<file path="config.mk">
export PLATFORM = sky130hd
export DESIGN_NAME = vortex_launch_ctrl
export DESIGN_NICKNAME = d
export VERILOG_FILES = /design/src/rtl/vx_launch_pkg.sv /design/src/rtl/vx_outst_counter.sv /design/src/rtl/vortex_launch_ctrl.sv
export SDC_FILE = /design/constraint.sdc
export NUM_CORES = 1
export LEC_CHECK = 0
export CORE_MARGIN = 2
export CORE_UTILIZATION = 30
export CTS_BUF_LIST = sky130_fd_sc_hd__clkbuf_8
export DETAILED_ROUTE_END_ITERATION = 8
export GPL_TIMING_DRIVEN = 1
export PLACE_DENSITY = 0.47
export SYNTH_ARGS = -nofsm -noshare
export SYNTH_HDL_FRONTEND = slang
export SYNTH_SLANG_ARGS = --single-unit
</file>
<file path="constraint.sdc">
create_clock -name clk -period 5.3 [get_ports clk]
set_input_delay 1.06 -clock clk [delete_from_list [all_inputs] [get_ports clk]]
set_output_delay 1.06 -clock clk [all_outputs]
set_load 0.1 [all_outputs]
</file>
<file path="src/rtl/vx_launch_pkg.sv">
// vx_launch_pkg: shared state encoding, status codes and default parameters
// for the Vortex launch controller.
package vx_launch_pkg;

  typedef enum logic [2:0] {
    S_IDLE,
    S_RST_HOLD,
    S_WAIT_BUSY,
    S_RUN,
    S_DRAIN,
    S_DONE
  } state_e;

  localparam logic [1:0] STAT_OK     = 2'd0;
  localparam logic [1:0] STAT_NOBUSY = 2'd1;
  localparam logic [1:0] STAT_ABORT  = 2'd2;
  localparam logic [1:0] STAT_WDT    = 2'd3;

  localparam int DEF_RST_CYCLES   = 8;
  localparam int DEF_BUSY_TIMEOUT = 1024;
  localparam int DEF_CNT_WIDTH    = 32;
  localparam int DEF_OUTST_WIDTH  = 8;
  localparam int DEF_WDT_CYCLES   = 2**24;

endpackage

</file>
<file path="src/rtl/vx_outst_counter.sv">
// vx_outst_counter: saturating inc/dec outstanding-transaction counter
// with synchronous clear and a zero flag.
module vx_outst_counter #(
  parameter int WIDTH = 8
) (
  input  logic             clk,
  input  logic             rst_n,
  input  logic             clr_i,
  input  logic             inc_i,
  input  logic             dec_i,
  output logic [WIDTH-1:0] cnt_o,
  output logic             zero_o
);

  logic [WIDTH-1:0] cnt_q, cnt_d;

  // Simultaneous inc/dec nets to zero; both ends saturate instead of wrapping.
  always_comb begin
    cnt_d = clr_i                                   ? '0 :
            (inc_i && !dec_i && cnt_q != '1)        ? cnt_q + WIDTH'(1) :
            (dec_i && !inc_i && cnt_q != '0)        ? cnt_q - WIDTH'(1) :
                                                      cnt_q;
  end

  always_ff @(posedge clk or negedge rst_n) begin
    if (!rst_n) cnt_q <= '0;
    else        cnt_q <= cnt_d;
  end

  assign cnt_o  = cnt_q;
  assign zero_o = (cnt_q == '0);

endmodule

</file>
<file path="src/rtl/vortex_launch_ctrl.sv">
// vortex_launch_ctrl: run sequencer for the Vortex core (reset hold, busy wait,
// AXI drain, completion irq). Optional watchdog enabled by VX_LAUNCH_WDT_EN.
module vortex_launch_ctrl
  import vx_launch_pkg::*;
#(
  parameter int RST_CYCLES   = DEF_RST_CYCLES,
  parameter int BUSY_TIMEOUT = DEF_BUSY_TIMEOUT,
  parameter int CNT_WIDTH    = DEF_CNT_WIDTH,
  parameter int OUTST_WIDTH  = DEF_OUTST_WIDTH
`ifdef VX_LAUNCH_WDT_EN
  , parameter int WDT_CYCLES = DEF_WDT_CYCLES
`endif
) (
  input  logic                 clk,
  input  logic                 reset,
  input  logic                 start,
  input  logic                 abort,
  input  logic                 irq_ack,
  input  logic                 vx_busy,
  input  logic                 aw_fire,
  input  logic                 b_fire,
  input  logic                 ar_fire,
  input  logic                 rlast_fire,
  output logic                 vx_reset,
  output logic                 running,
  output logic                 done,
  output logic                 irq,
  output logic [1:0]           status,
  output logic [CNT_WIDTH-1:0] cycles
);

  localparam int TMAX = (RST_CYCLES > BUSY_TIMEOUT) ? RST_CYCLES : BUSY_TIMEOUT;
  localparam int TW   = $clog2(TMAX + 1);

  state_e               state_q, state_d;
  logic [TW-1:0]        tmr_q;
  logic [CNT_WIDTH-1:0] cycles_q;
  logic [1:0]           status_q, status_d;
  logic                 vx_reset_q, vx_reset_d, running_q, done_q, irq_q;
  logic                 run_st, act_st, tmr_st, cnt_clr, wdt_hit;
  logic [OUTST_WIDTH-1:0] wr_cnt, rd_cnt;
  logic                 wr_zero, rd_zero;

  assign run_st = (state_q == S_RUN) || (state_q == S_DRAIN);
  assign act_st = state_q inside {S_RST_HOLD, S_WAIT_BUSY, S_RUN, S_DRAIN};
  assign tmr_st = (state_q == S_RST_HOLD) || (state_q == S_WAIT_BUSY);

`ifdef VX_LAUNCH_WDT_EN
  localparam int WW = $clog2(WDT_CYCLES + 1);
  logic [WW-1:0] wdt_q;
  assign wdt_hit = run_st && (wdt_q == WW'(WDT_CYCLES - 1));
  always_ff @(posedge clk or negedge reset) begin
    if (!reset) wdt_q <= '0;
    else        wdt_q <= (run_st && (state_d == S_RUN || state_d == S_DRAIN)) ? wdt_q + WW'(1) : '0;
  end
`else
  assign wdt_hit = 1'b0;
`endif

  always_comb begin
    state_d  = state_q;
    status_d = status_q;
    case (state_q)
      S_IDLE:      if (start) begin
                     state_d  = S_RST_HOLD;
                     status_d = STAT_OK;
                   end
      S_RST_HOLD:  if (tmr_q == TW'(RST_CYCLES - 1)) state_d = S_WAIT_BUSY;
      S_WAIT_BUSY: if (vx_busy) state_d = S_RUN;
                   else if (tmr_q == TW'(BUSY_TIMEOUT - 1)) begin
                     state_d  = S_DONE;
                     status_d = STAT_NOBUSY;
                   end
      S_RUN:       if (!vx_busy) state_d = S_DRAIN;
      S_DRAIN:     if (vx_busy) state_d = S_RUN;
                   else if (wr_zero && rd_zero) state_d = S_DONE;
      S_DONE:      if (irq_ack) state_d = S_IDLE;
      default:     state_d = S_IDLE;
    endcase
    if (wdt_hit) begin
      state_d  = S_DONE;
      status_d = STAT_WDT;
    end
    // Abort is evaluated last so it overrides every other exit, watchdog included.
    if (abort && act_st) begin
      state_d  = S_DONE;
      status_d = STAT_ABORT;
    end
  end

  assign vx_reset_d = !(state_d inside {S_WAIT_BUSY, S_RUN, S_DRAIN});

  always_ff @(posedge clk or negedge reset) begin
    if (!reset) begin
      state_q    <= S_IDLE;
      tmr_q      <= '0;
      cycles_q   <= '0;
      status_q   <= STAT_OK;
      vx_reset_q <= 1'b1;
      running_q  <= 1'b0;
      done_q     <= 1'b0;
      irq_q      <= 1'b0;
    end else begin
      state_q    <= state_d;
      status_q   <= status_d;
      tmr_q      <= (tmr_st && state_d == state_q) ? tmr_q + TW'(1) : '0;
      cycles_q   <= (state_q == S_IDLE && start) ? '0 :
                    (run_st && cycles_q != '1)  ? cycles_q + CNT_WIDTH'(1) : cycles_q;
      vx_reset_q <= vx_reset_d;
      running_q  <= state_d inside {S_RST_HOLD, S_WAIT_BUSY, S_RUN, S_DRAIN};
      done_q     <= (state_d == S_DONE);
      irq_q      <= (state_d == S_DONE);
    end
  end

  // Clearing on either edge of vx_reset drops fires seen while the core is held
  // and empties the counters in the same cycle DONE is entered.
  assign cnt_clr = vx_reset_q | vx_reset_d;

  vx_outst_counter #(.WIDTH(OUTST_WIDTH)) u_wr (
    .clk(clk), .rst_n(reset), .clr_i(cnt_clr), .inc_i(aw_fire), .dec_i(b_fire),
    .cnt_o(wr_cnt), .zero_o(wr_zero)
  );

  vx_outst_counter #(.WIDTH(OUTST_WIDTH)) u_rd (
    .clk(clk), .rst_n(reset), .clr_i(cnt_clr), .inc_i(ar_fire), .dec_i(rlast_fire),
    .cnt_o(rd_cnt), .zero_o(rd_zero)
  );

  assign vx_reset = vx_reset_q;
  assign running  = running_q;
  assign done     = done_q;
  assign irq      = irq_q;
  assign status   = status_q;
  assign cycles   = cycles_q;

endmodule

</file>
# --- Yosys cells after proc, flatten, opt, wreduce, memory -nomap -nowiden ---
# Cells that the tools add are included.
classes:
  n_reduce_logical: 33
  eq_ne: 19
  n_mux: 24
  add_sub_neg: 6
  bitwise: 1
op_table:
  columns: ["operator", "count"]
  rows:
  - ["32-bit 2-to-1 mux", 2]
  - ["8-bit 2-to-1 mux", 6]
  - ["32-bit by 1-bit adder with 32-bit output (second input constant)", 1]
  - ["32-bit inequality test (second input constant)", 1]
  - ["3-bit 2-to-1 mux", 9]
  - ["3-bit one-hot mux with 6 select lines", 1]
  - ["8-bit by 1-bit adder with 8-bit output (second input constant)", 2]
  - ["8-bit zero test", 2]
  - ["8-bit inequality test (second input constant)", 2]
  - ["8-bit nonzero test", 2]
  - ["8-bit by 1-bit subtractor with 8-bit output (second input constant)", 2]
  - ["1-bit logical AND", 13]
  - ["3-bit by 2-bit equality test with 1-bit output (second input constant)", 4]
  - ["3-bit equality test (second input constant)", 4]
  - ["3-bit nonzero test", 4]
  - ["11-bit by 1-bit adder with 11-bit output (second input constant)", 1]
  - ["11-bit by 10-bit equality test with 1-bit output (second input constant)", 1]
  - ["11-bit by 3-bit equality test with 1-bit output (second input constant)", 1]
  - ["11-bit 2-to-1 mux", 1]
  - ["2-bit 2-to-1 mux", 4]
  - ["4-bit nonzero test", 2]
  - ["3-bit by 1-bit equality test with 1-bit output (second input constant)", 2]
  - ["1-bit zero test", 5]
  - ["2-bit one-hot mux with 2 select lines", 1]
  - ["other kinds (9)", 10]
word_totals:
  wordCells: 92
  input_bits: 10
  register_bits: 67

# --- Depth between registers and ports, before layout ---
# Gate-level depths: netlist (run 1).
depth:
  depth_word: 11
  ltp_mapped: 10
  ltp_nobuf: 10

# --- Hierarchy ---
# A second synthesis (run 1) with hierarchy kept.
hier_totals:
  hier_cells: 460
  area_unflattened_um2: 4149.0
modules_own_cells:
  columns: ["mod", "instances", "cells_per_inst", "area_each_um2"]
  rows:
  - ["vortex_launch_ctrl", 1, 308, 2771.4]
  - ["vx_outst_counter (u_wr)", 1, 76, 691.9]
  - ["vx_outst_counter (u_rd)", 1, 76, 685.7]

# --- Worst setup path before layout (run 1) ---
# No wires, ideal clock.
synth_path:
  path_kind: "input -> register"
  start: "in rlast_fire"
  end: "reg u_rd.cnt_q[7], in the netlist u_rd.cnt_o[7]"
  required_ns: 5.218
  setup_ns: 0.082
  path_buffers: 0
  slack_ns: 2.023
  t_arrival_ns: 3.195
  stages: 10
  path_cell_list: "nand2b_1 -> a31oi_1 -> inv_1 -> ha_1 -> a21oi_1 -> nor2b_1 -> a311o_1 -> a31oi_1 -> mux2_2 -> a31oi_1"
synth_between:
  elab_chain_len: 5
  elab_cells_between_ends: 8
  cone_classes: "mux (2); reduce/logical (6)"
synth_rtl:
  columns: ["element", "line", "text"]
  rows:
  - ["from (decl)", "vortex_launch_ctrl.sv:23", "input logic rlast_fire,"]
  - ["1-bit zero test", "vx_outst_counter.sv:20", "(inc_i && !dec_i && cnt_q != '1) ? cnt_q + WIDTH'(1) :"]
  - ["1-bit logical AND (2 in a row)", "vx_outst_counter.sv:20", null]
  - ["8-bit 2-to-1 mux", "vx_outst_counter.sv:20", null]
  - ["8-bit 2-to-1 mux", "vx_outst_counter.sv:19", "cnt_d = clr_i ? '0 :"]
  - ["to (signal assigned)", "vx_outst_counter.sv:27", "else cnt_q <= cnt_d;"]
  - ["to (decl)", "vx_outst_counter.sv:15", "logic [WIDTH-1:0] cnt_q, cnt_d;"]
# Parallel ways exist; a longest one is shown, timed or not.
# A chain may end at the register's enable or synchronous reset.

# --- Worst setup path after layout (run 1) ---
# Same ends and word-level chain as after synthesis.

==> impl_metrics.env, run 1 <==
export IMPL_grt_use_total_pct=13.78
export IMPL_required_ps=5570
export IMPL_nets=516
export IMPL_io_buffers=47
export IMPL_place_area_mm2=0.004740
export IMPL_grt_pass1_vias=3363
export IMPL_maxSlewViolCount=0
export IMPL_antenna_left=0
export IMPL_synth_warning_count=0
export IMPL_stdcell_area_mm2=0.004918
export IMPL_ioPinCount=48
export IMPL_die_area_mm2=0.01466
export IMPL_avgSynthCellArea_um2=9.263
export IMPL_synth_area_mm2=0.004113
export IMPL_antenna_cells=0
export IMPL_cts_buffers_inserted=9
export IMPL_relSlewSlack_pct=32.57
export IMPL_synthFlopType="dfrtp_1"
export IMPL_p_leak_nw=2.020
export IMPL_drt_total_wl_mm=9.402
export IMPL_finalPower_mw=1.976
export IMPL_finalCriticalPeriod_ps=3609
export IMPL_irDropWorstVdd_mv=0.1015
export IMPL_drc=0
export IMPL_num_vias=3339
export IMPL_routedWlPerCell_um=14.01
export IMPL_critPathLaunchType="input port"
export IMPL_critPathCaptureType="register"
export IMPL_max_clock_freq_mhz=277.1
export IMPL_grt_pass1_wl_mm=16.27
export IMPL_syn2layout_area_growth_pct=19.59
export IMPL_cp_max_fo=6
export IMPL_core_area_mm2=0.01330
export IMPL_dr_pass1_iters=4
export IMPL_gp_congestion=0.7945
export IMPL_maxCapViolations=0
export IMPL_ys_seq_area_share_pct=40.80
export IMPL_grt_max_degree=45
export IMPL_clockRootBuffer="clkbuf_8"
export IMPL_clock_latency_ps=340
export IMPL_final_core_util_pct=36.99
export IMPL_cp_arrival_ps=3880
export IMPL_synth_cell_types=58
export IMPL_cts_resized=0
export IMPL_cts_path_max_buffers=2
export IMPL_cts_tree="yes"
export IMPL_period_share_pct=68.10
export IMPL_start_util_pct=30.93
export IMPL_syn_nets=470
export IMPL_antenna_found_initial=0
export IMPL_status="completed"
export IMPL_layout_common_cells="66 x dfrtp_1, 50 x nor2_1, 46 x clkdlybuf4s50_1"
export IMPL_ys_seq_elements=67
export IMPL_clkSinkCount=67
export IMPL_synth_edf_count=0
export IMPL_rows=42
export IMPL_drt_iter0_drc=203
export IMPL_critical_path_class="input port to register"
export IMPL_fill_cells=1348
export IMPL_final_common_cell="dfrtp_1"
export IMPL_cts_clk_slew_worst_paths_ps=70
export IMPL_die_h_um=121.1
export IMPL_rsz0062_at_grt="false"
export IMPL_fin_skew_ps=6.548
export IMPL_hold_viol_final=0
export IMPL_via_per_inst=4.976
export IMPL_finalSetupViolations=0
export IMPL_hp_class="register to register"
export IMPL_fin_tns_setup_ps=0
export IMPL_holdBufCountCts=0
export IMPL_drive_above_1_share_pct=8.687
export IMPL_tightest_slew_ps=1011
export IMPL_synthArstFlopShare_pct=100.0
export IMPL_synthCells=444
export IMPL_overflow=0
export IMPL_die_w_um=121.1
export IMPL_cts_max_level=3
export IMPL_p_per_area_mw_per_mm2=401.8
export IMPL_dp_hpwl_mm=6.752
export IMPL_cts_setup_buffers=0
==> power breakdown <==
group	switching, mW	internal [mW]
Sequential	0.102	0.581
Clock	0.201	0.192
Combinational	0.660	0.240
Total	0.963	1.01
==> kinds of logic (layout without fill, tap and decap cells) <==
group	Yosys count	in the layout	synth area share [%]
flops	67	67	40.80
mux	12	12	2.951
simple gates	221	221	29.11
compound gates	61	61	10.40
fa+ha+maj	16	16	5.233
xor+xnor	40	40	8.519
buf+inv	27	78	2.981
==> critical path, stage by stage <==
cell	delay, ps
clkdlybuf4s50_1	410
nand2b_1	190
a31oi_1	280
inv_1	200
ha_1	380
a21oi_1	170
nor2b_1	60
a311o_1	350
a31oi_1	280
mux2_2	370
a31oi_1	120
==> layer usage <==
metal	vias up	part of all wire (%)	track usage, %	wire [um]
li1	1672	-	-	-
met1	1598	47	17.79	4457
met2	57	46	22.54	4345
met3	12	4.3	2.679	406
met4	0	2.1	5.669	193
met5	-	0	0	0
==> stage by stage <==
stage,worst slack [ps],std cells,hold WS [ps]
after global placement,1410,655,469.2
after floorplan,2023,444,453.3
after global routing,1525,671,539.6
final,1691,671,482.4
after detailed placement,1352,655,471.7
after CTS,1713,671,491.2
==> final timing paths <==
| check | startpoint | endpoint | slack [ps] | depth (start not counted) |
|---|---|---|---|---|
| max | rlast_fire | u_rd.cnt_o[7] | 1690 | 11 |
| min | status[1] | status[1] | 480 | 2 |
| max reg2reg | u_rd.cnt_o[3] | u_rd.cnt_o[7] | 2330 | 10 |
| min reg2reg | status[1] | status[1] | 480 | 2 |
| max in group asynchronous | reset | vx_reset | 3470 | 2 |
| min in group asynchronous | reset | cycles[18] | 890 | 1 |
==> cell usage after synthesis, types with 10 or more instances <==
cell type	n	share of area [%]
nand3_1	18	2.2
nor2b_1	14	2.1
nor3_1	22	2.7
mux2i_1	11	2.7
nor4_1	15	2.3
xor2_1	15	3.2
xnor2_1	25	5.3
nand4_1	14	2.1
nand2_1	33	3.0
ha_1	14	4.3
dfrtp_1	66	40
inv_1	13	1.2
nor2_2	10	1.5
a21oi_1	21	2.6
nor2_1	50	4.6
==> cell type report <==
class                   count  area [um^2]  area share (%)
well taps                 176        220.2           4.477
multi-input cells         350         2312           47.01
clock buffers              11        151.4           3.078
repair buffers             49        480.5           9.769
inverters                  13        48.80          0.9921
clock inverters             5        27.53          0.5597
flip-flops and latches     67         1678           34.11
==> sequential cells by signal (all words and copies together) (netlist names) <==
| name | count |
|---|---|
| irq | 1 |
| status | 2 |
| u_wr.cnt_o | 8 |
| running | 1 |
| cycles | 32 |
| u_rd.cnt_o | 8 |
| vx_reset | 1 |
| tmr_q | 11 |
| state_q | 3 |
Note: power is estimated with default switching activity, not from simulation.
==> inputs of run 2 (changes only) <==
clock period = 3.5 ns   (was 5.3 ns; I/O delays follow)
==> run 2 against run 1 <==
Sequential power up 51%. Critical path type unchanged. First-iteration DRC count unchanged. Clock-buffer cell count unchanged.
==> impl_metrics.env, run 2 (synthesis results as in run 1) <==
export IMPL_drt_iter0_drc=203
export IMPL_max_clock_freq_mhz=315.1
export IMPL_cp_arrival_ps=3440
export IMPL_start_util_pct=30.93
export IMPL_clockRootBuffer="clkbuf_8"
export IMPL_layout_common_cells="66 x dfrtp_1, 50 x nor2_1, 33 x nand2_1"
export IMPL_via_per_inst=5.093
export IMPL_place_ws_ps=-53.25
export IMPL_largest_reg_flops=32
export IMPL_finalCriticalPeriod_ps=3174
export IMPL_hp_class="input port to async pin"
export IMPL_stdcell_area_mm2=0.004999
export IMPL_grt_max_degree=28
export IMPL_p_per_area_mw_per_mm2=631.6
export IMPL_grt_use_total_pct=14.19
export IMPL_cts_buffers_inserted=9
export IMPL_hold_viol_final=0
export IMPL_fin_skew_ps=13.79
export IMPL_clkSinkCount=67
export IMPL_routedWlPerCell_um=14.37
export IMPL_cts_path_max_buffers=2
export IMPL_required_ps=3770
export IMPL_crit_path_start="rlast_fire"
export IMPL_p_sw_share_pct=46.52
export IMPL_dp_hpwl_mm=7.099
export IMPL_status="completed"
export IMPL_drive_above_1_share_pct=13.10
export IMPL_nets=525
export IMPL_antenna_cells=0
export IMPL_cts_clk_slew_worst_paths_ps=80
export IMPL_overflow=0
export IMPL_drc=0
export IMPL_p_leak_nw=2.114
export IMPL_cts_max_level=3
export IMPL_core_area_mm2=0.01330
export IMPL_die_w_um=121.1
export IMPL_tightest_slew_ps=993.1
export IMPL_period_share_pct=90.67
export IMPL_clock_latency_ps=360
export IMPL_antenna_found_initial=0
export IMPL_rsz0062_at_grt="false"
export IMPL_grt_pass1_vias=3357
export IMPL_rows=42
export IMPL_drt_total_wl_mm=9.771
export IMPL_clkPwrFrac_pct=23.6
export IMPL_r2r_start="u_rd.cnt_o[2]"
export IMPL_syn2layout_area_growth_pct=21.54
export IMPL_io_buffers=47
export IMPL_relSlewSlack_pct=33.59
export IMPL_antenna_left=0
export IMPL_cp_max_fo=6
export IMPL_place_area_mm2=0.004772
export IMPL_maxSlewViolCount=0
export IMPL_seqPwrFrac_pct=32.6
export IMPL_critPathLaunchType="input port"
export IMPL_die_area_mm2=0.01466
export IMPL_die_h_um=121.1
export IMPL_grt_pass1_wl_mm=16.45
export IMPL_p_comb_share_pct=43.8
export IMPL_cts_tree="yes"
export IMPL_ioPinCount=48
export IMPL_cts_setup_buffers=0
export IMPL_p_int_mw=1.688
export IMPL_gp_congestion=0.8005
export IMPL_finalWorstSetupSlack_ps=326.5
export IMPL_irDropWorstVdd_mv=0.1979
export IMPL_maxCapViolations=0
export IMPL_power_switching_mw=1.469
export IMPL_critPathCaptureType="register"
export IMPL_dr_pass1_iters=4
export IMPL_cts_resized=0
export IMPL_holdBufCountCts=0
export IMPL_final_common_cell="dfrtp_1"
export IMPL_num_vias=3463
export IMPL_critical_path_class="input port to register"
export IMPL_finalSetupViolations=0
-- run 2: cell types whose count changed in the layout (fill, tap and decap cells not counted) --
cell             change
buf_4               +23
bufinv_16            +2
clkdlybuf4s50_1     -14
clkinv_2             -1
clkinvlp_4           -1
-- run 2: power groups by stage --
stage	logic [mW]	registers, mW	clock network (mW)
final	1.38	1.03	0.745
after global routing	1.48	1.05	0.814
after CTS	1.39	1.03	0.774
after detailed placement	1.39	1.04	0
after global placement	1.38	1.04	0
after floorplan	0.551	1.54	0
-- run 2: stage by stage --
| step | utilization (%) | hold slack (ps) | total power, mW | setup TNS [ps] | cells |
|---|---|---|---|---|---|
| floorplan | - | 404.4 | 2.092 | 0 | 444 |
| global placement | 35.89 | 468.3 | 2.427 | 0 | 664 |
| detailed placement | 35.89 | 466.6 | 2.434 | -53.25 | 664 |
| CTS | 37.60 | 355.9 | 3.197 | 0 | 680 |
| global route | 37.60 | 377.5 | 3.339 | 0 | 680 |
| finish | 37.60 | 346.4 | 3.157 | 0 | 680 |
-- run 2: path summary, 6_finish.rpt --
check / to / slack [ps] / depth (start not counted)
setup / recovery: u_rd.cnt_o[7] / 330 / 11
hold / removal: cycles[9] / 350 / 1
setup reg to reg: u_rd.cnt_o[7] / 610 / 10
hold reg to reg: status[1] / 480 / 2
max in group asynchronous: vx_reset / 2330 / 2
min in group clk: status[1] / 480 / 2
-- run 2: final cells by class --
cell class                 instances  area, um^2
clock buffer                      11       151.4
clock inverter                     5       75.07
fill                            1304        8297
inverter                          13       48.80
multi-input combinational        350        2312
sequential                        67        1678
tap                              176       220.2
timing repair buffer              58       513.0
-- run 2: routing by layer --
metal / wire, um / share of wire [%] / global-route usage (%)
met1: 4625 / 47 / 17.78
met2: 4548 / 47 / 23.42
met3: 388 / 4.0 / 2.679
met4: 208 / 2.1 / 6.904
met5: 0 / 0 / 0
-- run 2: critical path, cell delays in order --
cell	delay, ps
clkdlybuf4s50_1	410
nand2b_1	190
a31oi_1	280
inv_1	190
ha_1	310
a21oi_1	140
nor2b_1	80
a311o_1	390
a31oi_1	270
mux2_2	370
a31oi_1	120
